**src/rtl/rca_pkg.sv**
```systemverilog
// Shared types, default sizes and the round-robin pick used by the
// rca4_arbiter block.
package rca_pkg;

  localparam int W_DEF      = 4;
  localparam int N_REQ_DEF  = 4;
  localparam int SETTLE_DEF = 4;

  // Widest request vector the pick function accepts.
  localparam int MAX_REQ    = 32;

  typedef enum logic [1:0] {
    IDLE = 2'd0,
    RUN  = 2'd1,
    DONE = 2'd2
  } state_t;

  // First set bit of req searching upward from ptr, wrapping modulo n.
  // Returns 0 when nothing is set; callers only use it when req != 0.
  function automatic int rr_pick(input logic [MAX_REQ-1:0] req,
                                 input int                 ptr,
                                 input int                 n);
    int   idx;
    logic found;
    rr_pick = 0;
    found   = 1'b0;
    for (int i = 0; i < MAX_REQ; i++) begin
      idx = (ptr + i) % n;
      if (!found && (i < n) && req[5'(idx)]) begin
        rr_pick = idx;
        found   = 1'b1;
      end
    end
  endfunction

endpackage

```
**src/rtl/rca_core.sv**
```systemverilog
// Combinational W-bit ripple-carry adder built from a chain of full adders.
// Carry-in is tied to zero.
module rca_core #(
  parameter int W = 4
) (
  input  logic [W-1:0] a,
  input  logic [W-1:0] b,
  output logic [W-1:0] s,
  output logic         cout
);

  logic [W:0] c;

  assign c[0] = 1'b0;

  for (genvar i = 0; i < W; i++) begin : g_fa
    assign s[i]   = a[i] ^ b[i] ^ c[i];
    assign c[i+1] = (a[i] & b[i]) | (c[i] & (a[i] ^ b[i]));
  end

  assign cout = c[W];

endmodule

```
**src/rtl/rca4_arbiter.sv**
```systemverilog
// Round-robin arbiter and sequencer in front of one shared ripple-carry
// adder. Captures the winner's operands, holds them for SETTLE cycles so
// the carry chain resolves, registers the result and pulses done.
module rca4_arbiter
  import rca_pkg::*;
#(
  parameter int N_REQ  = N_REQ_DEF,
  parameter int W      = W_DEF,
  parameter int SETTLE = SETTLE_DEF
) (
  input  logic               clk,
  input  logic               rst_n,
  input  logic [N_REQ-1:0]   req,
  input  logic [N_REQ*W-1:0] a_in,
  input  logic [N_REQ*W-1:0] b_in,
  output logic [N_REQ-1:0]   gnt,
  output logic [N_REQ-1:0]   done,
  output logic [W-1:0]       sum_o,
  output logic               cout_o,
  output logic               busy
);

  localparam int PTR_W = (N_REQ > 1) ? $clog2(N_REQ) : 1;
  localparam int CNT_W = $clog2(SETTLE) + 1;

  state_t            state;
  state_t            state_next;
  logic [PTR_W-1:0]  ptr;
  logic [PTR_W-1:0]  owner;
  logic [PTR_W-1:0]  winner;
  logic [CNT_W-1:0]  cnt;
  logic [W-1:0]      a_r;
  logic [W-1:0]      b_r;
  logic [W-1:0]      core_s;
  logic              core_cout;
  logic              settle_hit;

  assign winner     = PTR_W'(rr_pick(MAX_REQ'(req), int'(ptr), N_REQ));
  assign settle_hit = (cnt == CNT_W'(SETTLE - 1));

  // The captured operands drive the shared adder for the whole settle window.
  rca_core #(.W(W)) u_core (
    .a    (a_r),
    .b    (b_r),
    .s    (core_s),
    .cout (core_cout)
  );

  // State register with synchronous active-low reset.
  always_ff @(posedge clk) begin
    // NOTE: sequential state is always written with <= so every flop samples
    // the pre-edge values of the others, independent of statement order.
    if (!rst_n) state <= IDLE;
    else        state <= state_next;
  end

  // Next-state logic: arbitrate in IDLE, count in RUN, single-cycle DONE.
  always_comb begin
    // NOTE: assign a default first so no path leaves state_next unwritten,
    // which would otherwise infer a latch.
    state_next = state;
    case (state)
      IDLE:    if (|req)      state_next = RUN;
      RUN:     if (settle_hit) state_next = DONE;
      DONE:                    state_next = IDLE;
      default:                 state_next = IDLE;
    endcase
  end

  // Outputs decoded from registered state and owner only.
  always_comb begin
    gnt  = '0;
    done = '0;
    busy = (state != IDLE);
    if (state != IDLE) gnt[owner]  = 1'b1;
    if (state == DONE) done[owner] = 1'b1;
  end

  // Operand capture, settle counter, result registers and round-robin pointer.
  always_ff @(posedge clk) begin
    if (!rst_n) begin
      // NOTE: the operand and result registers are reset too, so an aborted
      // operation leaves nothing stale visible on sum_o/cout_o.
      ptr    <= '0;
      owner  <= '0;
      cnt    <= '0;
      a_r    <= '0;
      b_r    <= '0;
      sum_o  <= '0;
      cout_o <= 1'b0;
    end else begin
      case (state)
        IDLE: begin
          if (|req) begin
            owner <= winner;
            cnt   <= '0;
            a_r   <= a_in[int'(winner)*W +: W];
            b_r   <= b_in[int'(winner)*W +: W];
          end
        end
        RUN: begin
          cnt <= cnt + 1'b1;
          if (settle_hit) begin
            sum_o  <= core_s;
            cout_o <= core_cout;
          end
        end
        DONE: begin
          // Move past the owner so it gets lowest priority next round.
          if (owner == PTR_W'(N_REQ - 1)) ptr <= '0;
          else                            ptr <= owner + 1'b1;
        end
        default: ;
      endcase
    end
  end

endmodule

```
**config.mk**
```make
export PLATFORM = sky130hd
export DESIGN_NAME = rca4_arbiter
export DESIGN_NICKNAME = d
export VERILOG_FILES = /design/src/rtl/rca_pkg.sv /design/src/rtl/rca_core.sv /design/src/rtl/rca4_arbiter.sv
export SDC_FILE = /design/constraint.sdc
export NUM_CORES = 1
export LEC_CHECK = 0
export ABC_AREA = 1
export ABC_CLOCK_PERIOD_IN_PS = 2300
export CORE_ASPECT_RATIO = 1.2
export CORE_MARGIN = 5
export CORE_UTILIZATION = 48
export DETAILED_ROUTE_END_ITERATION = 10
export HOLD_SLACK_MARGIN = 0.06
export PLACE_DENSITY = 0.8
export SLEW_MARGIN = 0
export SYNTH_ARGS = -nofsm -noshare
export SYNTH_HDL_FRONTEND = slang
export SYNTH_SLANG_ARGS = --single-unit
```
**constraint.sdc**
```tcl
create_clock -name clk -period 2.3 [get_ports clk]
set_clock_uncertainty 0.1 [all_clocks]
set_input_delay 0.46 -clock clk [delete_from_list [all_inputs] [get_ports clk]]
set_output_delay 0.46 -clock clk [all_outputs]
set_load 0.05 [all_outputs]
```
# Word-level counts from Yosys, hierarchy flattened
# Index checks and enable logic that the tools add are counted.
# totals
ff_bits,22
in_bits,38
output_inout_bits,14
elab_cells,93
# classes
add_sub_neg,5
order_cmp,6
n_eq_ne,6
n_shift,2
mux,28
n_bitwise,20
n_reduce_logical,18
# op_table
cell,n
$shiftx 16x5->4,2
$lt 3x7->1 const B,3
$mux 2,7
$mux 1,11
$bmux 1 s3,3
$mux 4,2
$reduce_and 2->1,4
$and 1x1->1,7
$xor 1x1->1,7
$lt 2x6->1 const B,1
$pmux 3 s2,1
$reduce_or 2->1,3
$add 2x1->2 const B,2
$add 2x2->2 const B,2
$eq 2x2->1 const B,2
$logic_and 1x1->1,4
$ne 2x2->1 const B,2
$pmux 2 s2,1
$reduce_bool 2->1,2
$reduce_or 4->1,1
$add 3x1->3 const B,1
$and 1x1->1 const A,3
$eq 3x2->1 const B,1
$logic_not 1->1,3
other kinds (8),10

# Depth between registers and ports, before layout
# logic_depth
depth_word,15
ltp_mapped,16
depth_no_buf,15

# Modules after synthesis
# A second synthesis with hierarchy kept.
# unflattened
cells_unflattened,278
hier_area_um2,1779.2
# by_module_without_submodules
mod,n_inst,cells_each,area_per_inst_um2,seq_area_each_um2
rca4_arbiter,1,264,1669.1,440.4
rca_core,1,14,110.1,0.0

# Least setup slack after synthesis
# OpenSTA, ideal clock, no wires.
# synth_path
path_kind,register to register
start,register a_r[0]
end,register sum_o[3]
setup_time_ps,71
arrival_time_ps,1901
t_required_ps,2129
path_slack_ps,228
stages_incl_launch_ff,10
path_buffers,0
synth_period_minus_slack_ps,2072
cell_sequence,dfxtp_1 > ha_1 > inv_1 > fa_1 > inv_1 > fa_1 > inv_1 > fa_1 > or2_2 > a21oi_1
# synth_via
elab_chain_cells,6
# synth_lines
item,line,source
from (decl),rca4_arbiter.sv:32,logic [W-1:0] a_r;
from (signal assigned),rca4_arbiter.sv:97,a_r <= a_in[int'(winner)*W +: W];
$and 1x1->1 (2 in series),rca_core.sv:18,assign c[i+1] = (a[i] & b[i]) | (c[i] & (a[i] ^ b[i]));
$or 1x1->1,rca_core.sv:18,
$and 1x1->1,rca_core.sv:18,
$or 1x1->1,rca_core.sv:18,
$xor 1x1->1,rca_core.sv:17,assign s[i] = a[i] ^ b[i] ^ c[i];
to (signal assigned),rca4_arbiter.sv:104,sum_o <= core_s;
to (decl),rca4_arbiter.sv:18,"output logic [W-1:0] sum_o,"
# No other way between the ends.
# A chain may end at the register's enable or synchronous reset.

# Worst setup path after layout
# layout_path
start,register b_r[0]
end,register sum_o[3]
# layout_via
elab_chain_cells,6
# layout_lines
item,line,source
from (decl),rca4_arbiter.sv:33,logic [W-1:0] b_r;
from (signal assigned),rca4_arbiter.sv:98,b_r <= b_in[int'(winner)*W +: W];
$and 1x1->1 (2 in series),rca_core.sv:18,
$or 1x1->1,rca_core.sv:18,
$and 1x1->1,rca_core.sv:18,
$or 1x1->1,rca_core.sv:18,
$xor 1x1->1,rca_core.sv:17,
# No other way between the ends.

==> insert_results.sql <==
INSERT INTO impl_metrics (metric_group, metric, value, unit) VALUES
('setup_path', 'end_kind', 'register', ''),
('clock_tree', 'clkSinkCount', '22', ''),
('flow_run', 'drv_cap', '0', ''),
('final_layout', 'drive_above_1_share', '18.8', '%'),
('floorplanning', 'top_level_ports', '52', ''),
('global_routing', 'grtUsageTotal', '17.4', '%'),
('logic_synthesis', 'synthArstFlopShare', '0', '%'),
('routing', 'detail_route.iter0.violations', '87', ''),
('global_routing', 'grt_pass1_wl', '7270', 'um'),
('power_and_ir_drop', 'power.density_cell_area', '440', 'nW/um^2'),
('timing', 'setup_viol', '0', ''),
('clock_tree', 'hold_bufs_inserted_after_cts', '0', ''),
('final_layout', 'finish.net_count', '400', ''),
('place', 'numPortBuffers', '51', ''),
('timing', 'unrepaired_setup_endpoints_after_global_routing', 'no', ''),
('setup_path', 'reg2reg_setup_slack', '0.14', 'ns'),
('setup_path', 'timing.critical_path.slowest_cell_delay', '0.41', 'ns'),
('global_routing', 'grt_pass1_vias', '1764', ''),
('routing', 'dr.pass1.iters', '4', ''),
('routing', 'number_of_vias_in_the_routed_layout', '1923', ''),
('logic_synthesis', 'synth.top_cells.by_count', 'sky130_fd_sc_hd__inv_1 (66), sky130_fd_sc_hd__nand2_1 (52), sky130_fd_sc_hd__nand3_1 (47), sky130_fd_sc_hd__nor2_1 (24), sky130_fd_sc_hd__dfxtp_1 (22)', ''),
('setup_path', 'worst_setup_path_startpoint', 'b_r[0]', ''),
('logic_synthesis', 'number_of_synthesized_flops_with_an_enable_pin', '0', ''),
('routing', 'routed_wire_length_per_instance', '10.9', 'um'),
('clock_tree', 'cts_root_buffer', 'sky130_fd_sc_hd__clkbuf_8', ''),
('setup_path', 'cp.required', '2.40', 'ns'),
('routing', 'route.antenna.remaining_nets', '0', ''),
('logic_synthesis', 'syn_area', '1870', 'sq um'),
('place', 'placedInstanceArea', '2490', 'sq um'),
('run_status', 'run_status', 'completed', ''),
('timing', 'hold_viol_final', '0', ''),
('global_routing', 'grt_remaining_overflow', '0', ''),
('setup_path', 'critPathLaunchType', 'register', ''),
('clock_tree', 'tritoncts', 'built', ''),
('logic_synthesis', 'syn_inst', '290', ''),
('logic_synthesis', 'yosysMostFrequentCell', 'sky130_fd_sc_hd__inv_1', ''),
('timing', 'finalMaxSlewViolations', '0', ''),
('place', 'place_inst', '401', ''),
('timing', 'timing.final.crit_share', '94.0', '%'),
('logic_synthesis', 'ys_seq_area_share', '23.5', '%'),
('floorplanning', 'fp.coreArea', '3850', 'sq um'),
('clock_tree', 'cts_made_buffers', '3', ''),
('place', 'post-dp-hpwl', '3510', 'um'),
('clock_tree', 'ctsLongestPathBuffers', '2', ''),
('floorplanning', 'die_area', '5260', 'sq um'),
('final_layout', 'num_antenna_cells', '0', ''),
('clock_tree', 'clock_pin_slew_on_the_worst_setup_and_hold_paths', '0.08', 'ns'),
('setup_path', 'cp_num_buf_inv', '3', ''),
('routing', 'post_drt_via_cell_ratio', '4.75', ''),
('logic_synthesis', 'syn-num-nets', '338', ''),
('clock_tree', 'cts.htree.levels', '1', ''),
('worst_hold_path', 'hold_path.class', 'register to register', ''),
('final_layout', 'layout-area-overhead-vs-synth', '37.7', '%'),
('global_routing', 'grt_start_max_net_pins', '20', ''),
('final_layout', 'finalNonFillerCells', '405', ''),
('timing', 'timing_worst_slew_pin_value', '0.504', 'ns'),
('setup_path', 'worst_r2r_startpoint', 'b_r[0]', ''),
('timing', 'final.min_clock_period', '2.16', 'ns'),
('setup_path', 'cp_max_fo', '2', ''),
('floorplanning', 'die_h', '78.5', 'um'),
('floorplanning', 'number_of_placement_rows', '25', ''),
('setup_path', 'crit_arrival', '2.26', 'ns'),
('final_layout', 'post-route-util', '67.1', '%'),
('logic_synthesis', 'netlist.area_leader.share', '23.5', '%'),
('logic_synthesis', 'synthDominantAreaCellType', 'sky130_fd_sc_hd__dfxtp_1', ''),
('logic_synthesis', 'postSynthRegisterBits', '22', ''),
('global_routing', 'grt_antenna_before_repair', '0', ''),
('logic_synthesis', 'synthesis.area_per_instance', '6.46', 'sq um'),
('logic_synthesis', 'synthTopCellsByArea', 'sky130_fd_sc_hd__dfxtp_1 (23%), sky130_fd_sc_hd__inv_1 (13%), sky130_fd_sc_hd__nand3_1 (13%)', ''),
('worst_hold_path', 'worstHoldStart', 'sum_o[0]', ''),
('power_and_ir_drop', 'p_leak', '1.32', 'nW');
-- area by class of cell --
type                       count  area, sq um
timing repair buffer          63          606
sequential                    22          442
clock buffer                   3         41.3
inverter                      72          270
tap                           54         67.6
clock inverter                 1         30.0
fill                         365         1270
multi-input combinational    190         1120
-- worst paths after layout --
kind | endpoint | cells past startpoint
setup reg to reg | sum_o[3] | 9
hold reg to reg | sum_o[0] | 2
hold / removal | sum_o[0] | 2
setup / recovery | sum_o[3] | 9
-- cells by family after synthesis --
| family | after synthesis | share of synthesized area, % |
|---|---|---|
| DFF | 22 | 23.5 |
| adders and majority gates | 10 | 7.88 |
| AOI/OAI and AO/OA | 24 | 7.61 |
| buffers and inverters | 78 | 17.2 |
| and+or+nand+nor | 156 | 43.8 |
-- worst reg2reg max path, stage by stage, from the launching register on --
cell	delay, ns
sky130_fd_sc_hd__dfxtp_1	0.36
sky130_fd_sc_hd__ha_1	0.16
sky130_fd_sc_hd__inv_1	0.05
sky130_fd_sc_hd__fa_1	0.35
sky130_fd_sc_hd__inv_1	0.07
sky130_fd_sc_hd__fa_1	0.17
sky130_fd_sc_hd__inv_2	0.04
sky130_fd_sc_hd__fa_1	0.41
sky130_fd_sc_hd__or2_2	0.29
sky130_fd_sc_hd__a21oi_1	0.12
-- metal layers --
metal	global-route usage, %	vias to the layer above	routed length [um]
met5	0	-	0
met1	19.6	854	1680
met3	2.00	11	219
met2	31.5	55	2390
met4	7.91	0	114
li1	-	1003	-
-- cell usage in the layout, fill, tap and decap left out, types with 2 or more instances in the layout --
cell,instances
sky130_fd_sc_hd__inv_1,65
sky130_fd_sc_hd__nand2_1,52
sky130_fd_sc_hd__nand3_1,47
sky130_fd_sc_hd__clkdlybuf4s50_1,43
sky130_fd_sc_hd__nor2_1,24
sky130_fd_sc_hd__dfxtp_1,21
sky130_fd_sc_hd__buf_4,18
sky130_fd_sc_hd__a21oi_1,15
sky130_fd_sc_hd__nand2_2,13
sky130_fd_sc_hd__nand2_4,8
sky130_fd_sc_hd__ha_1,7
sky130_fd_sc_hd__inv_2,6
sky130_fd_sc_hd__o21ai_0,4
sky130_fd_sc_hd__nand3_2,3
sky130_fd_sc_hd__or2_2,3
sky130_fd_sc_hd__fa_1,3
sky130_fd_sc_hd__clkbuf_8,3
sky130_fd_sc_hd__o21ai_2,2
sky130_fd_sc_hd__nand2_8,2
sky130_fd_sc_hd__buf_12,2
-- power breakdown --
part           internal [mW]  switching, mW  total (mW)
registers              0.407         0.0152       0.422
logic                  0.162          0.195       0.357
clock network          0.232          0.125       0.357
total                  0.801          0.335        1.14
-- repair_timing --
item	4_1_cts	5_1_grt
endpoints found under the setup margin	0	2
buffers inserted	0	0
resized for setup	0	4
-- state kept, by name (all words and copies together), names as in the netlist --
| name | cells |
|---|---|
| a_r | 4 |
| b_r | 4 |
| cnt | 3 |
| cout_o | 1 |
| owner | 2 |
| ptr | 2 |
| state | 2 |
| sum_o | 4 |
-- through the flow --
stage / power (mW) / TNS, ns / worst slack (ns) / hold slack, ns
6_report: 1.14 / 0 / 0.137 / 0.365
5_1_grt: 1.21 / 0 / 0.00872 / 0.391
4_1_cts: 1.14 / 0 / 0.114 / 0.369
3_5_place_dp: 0.783 / -1.02 / -0.155 / 0.354
3_3_place_gp: 0.776 / -0.461 / -0.0787 / 0.354
2_1_floorplan: 0.651 / 0 / 0.228 / 0.332
Note: power is estimated with default switching activity, not from simulation.
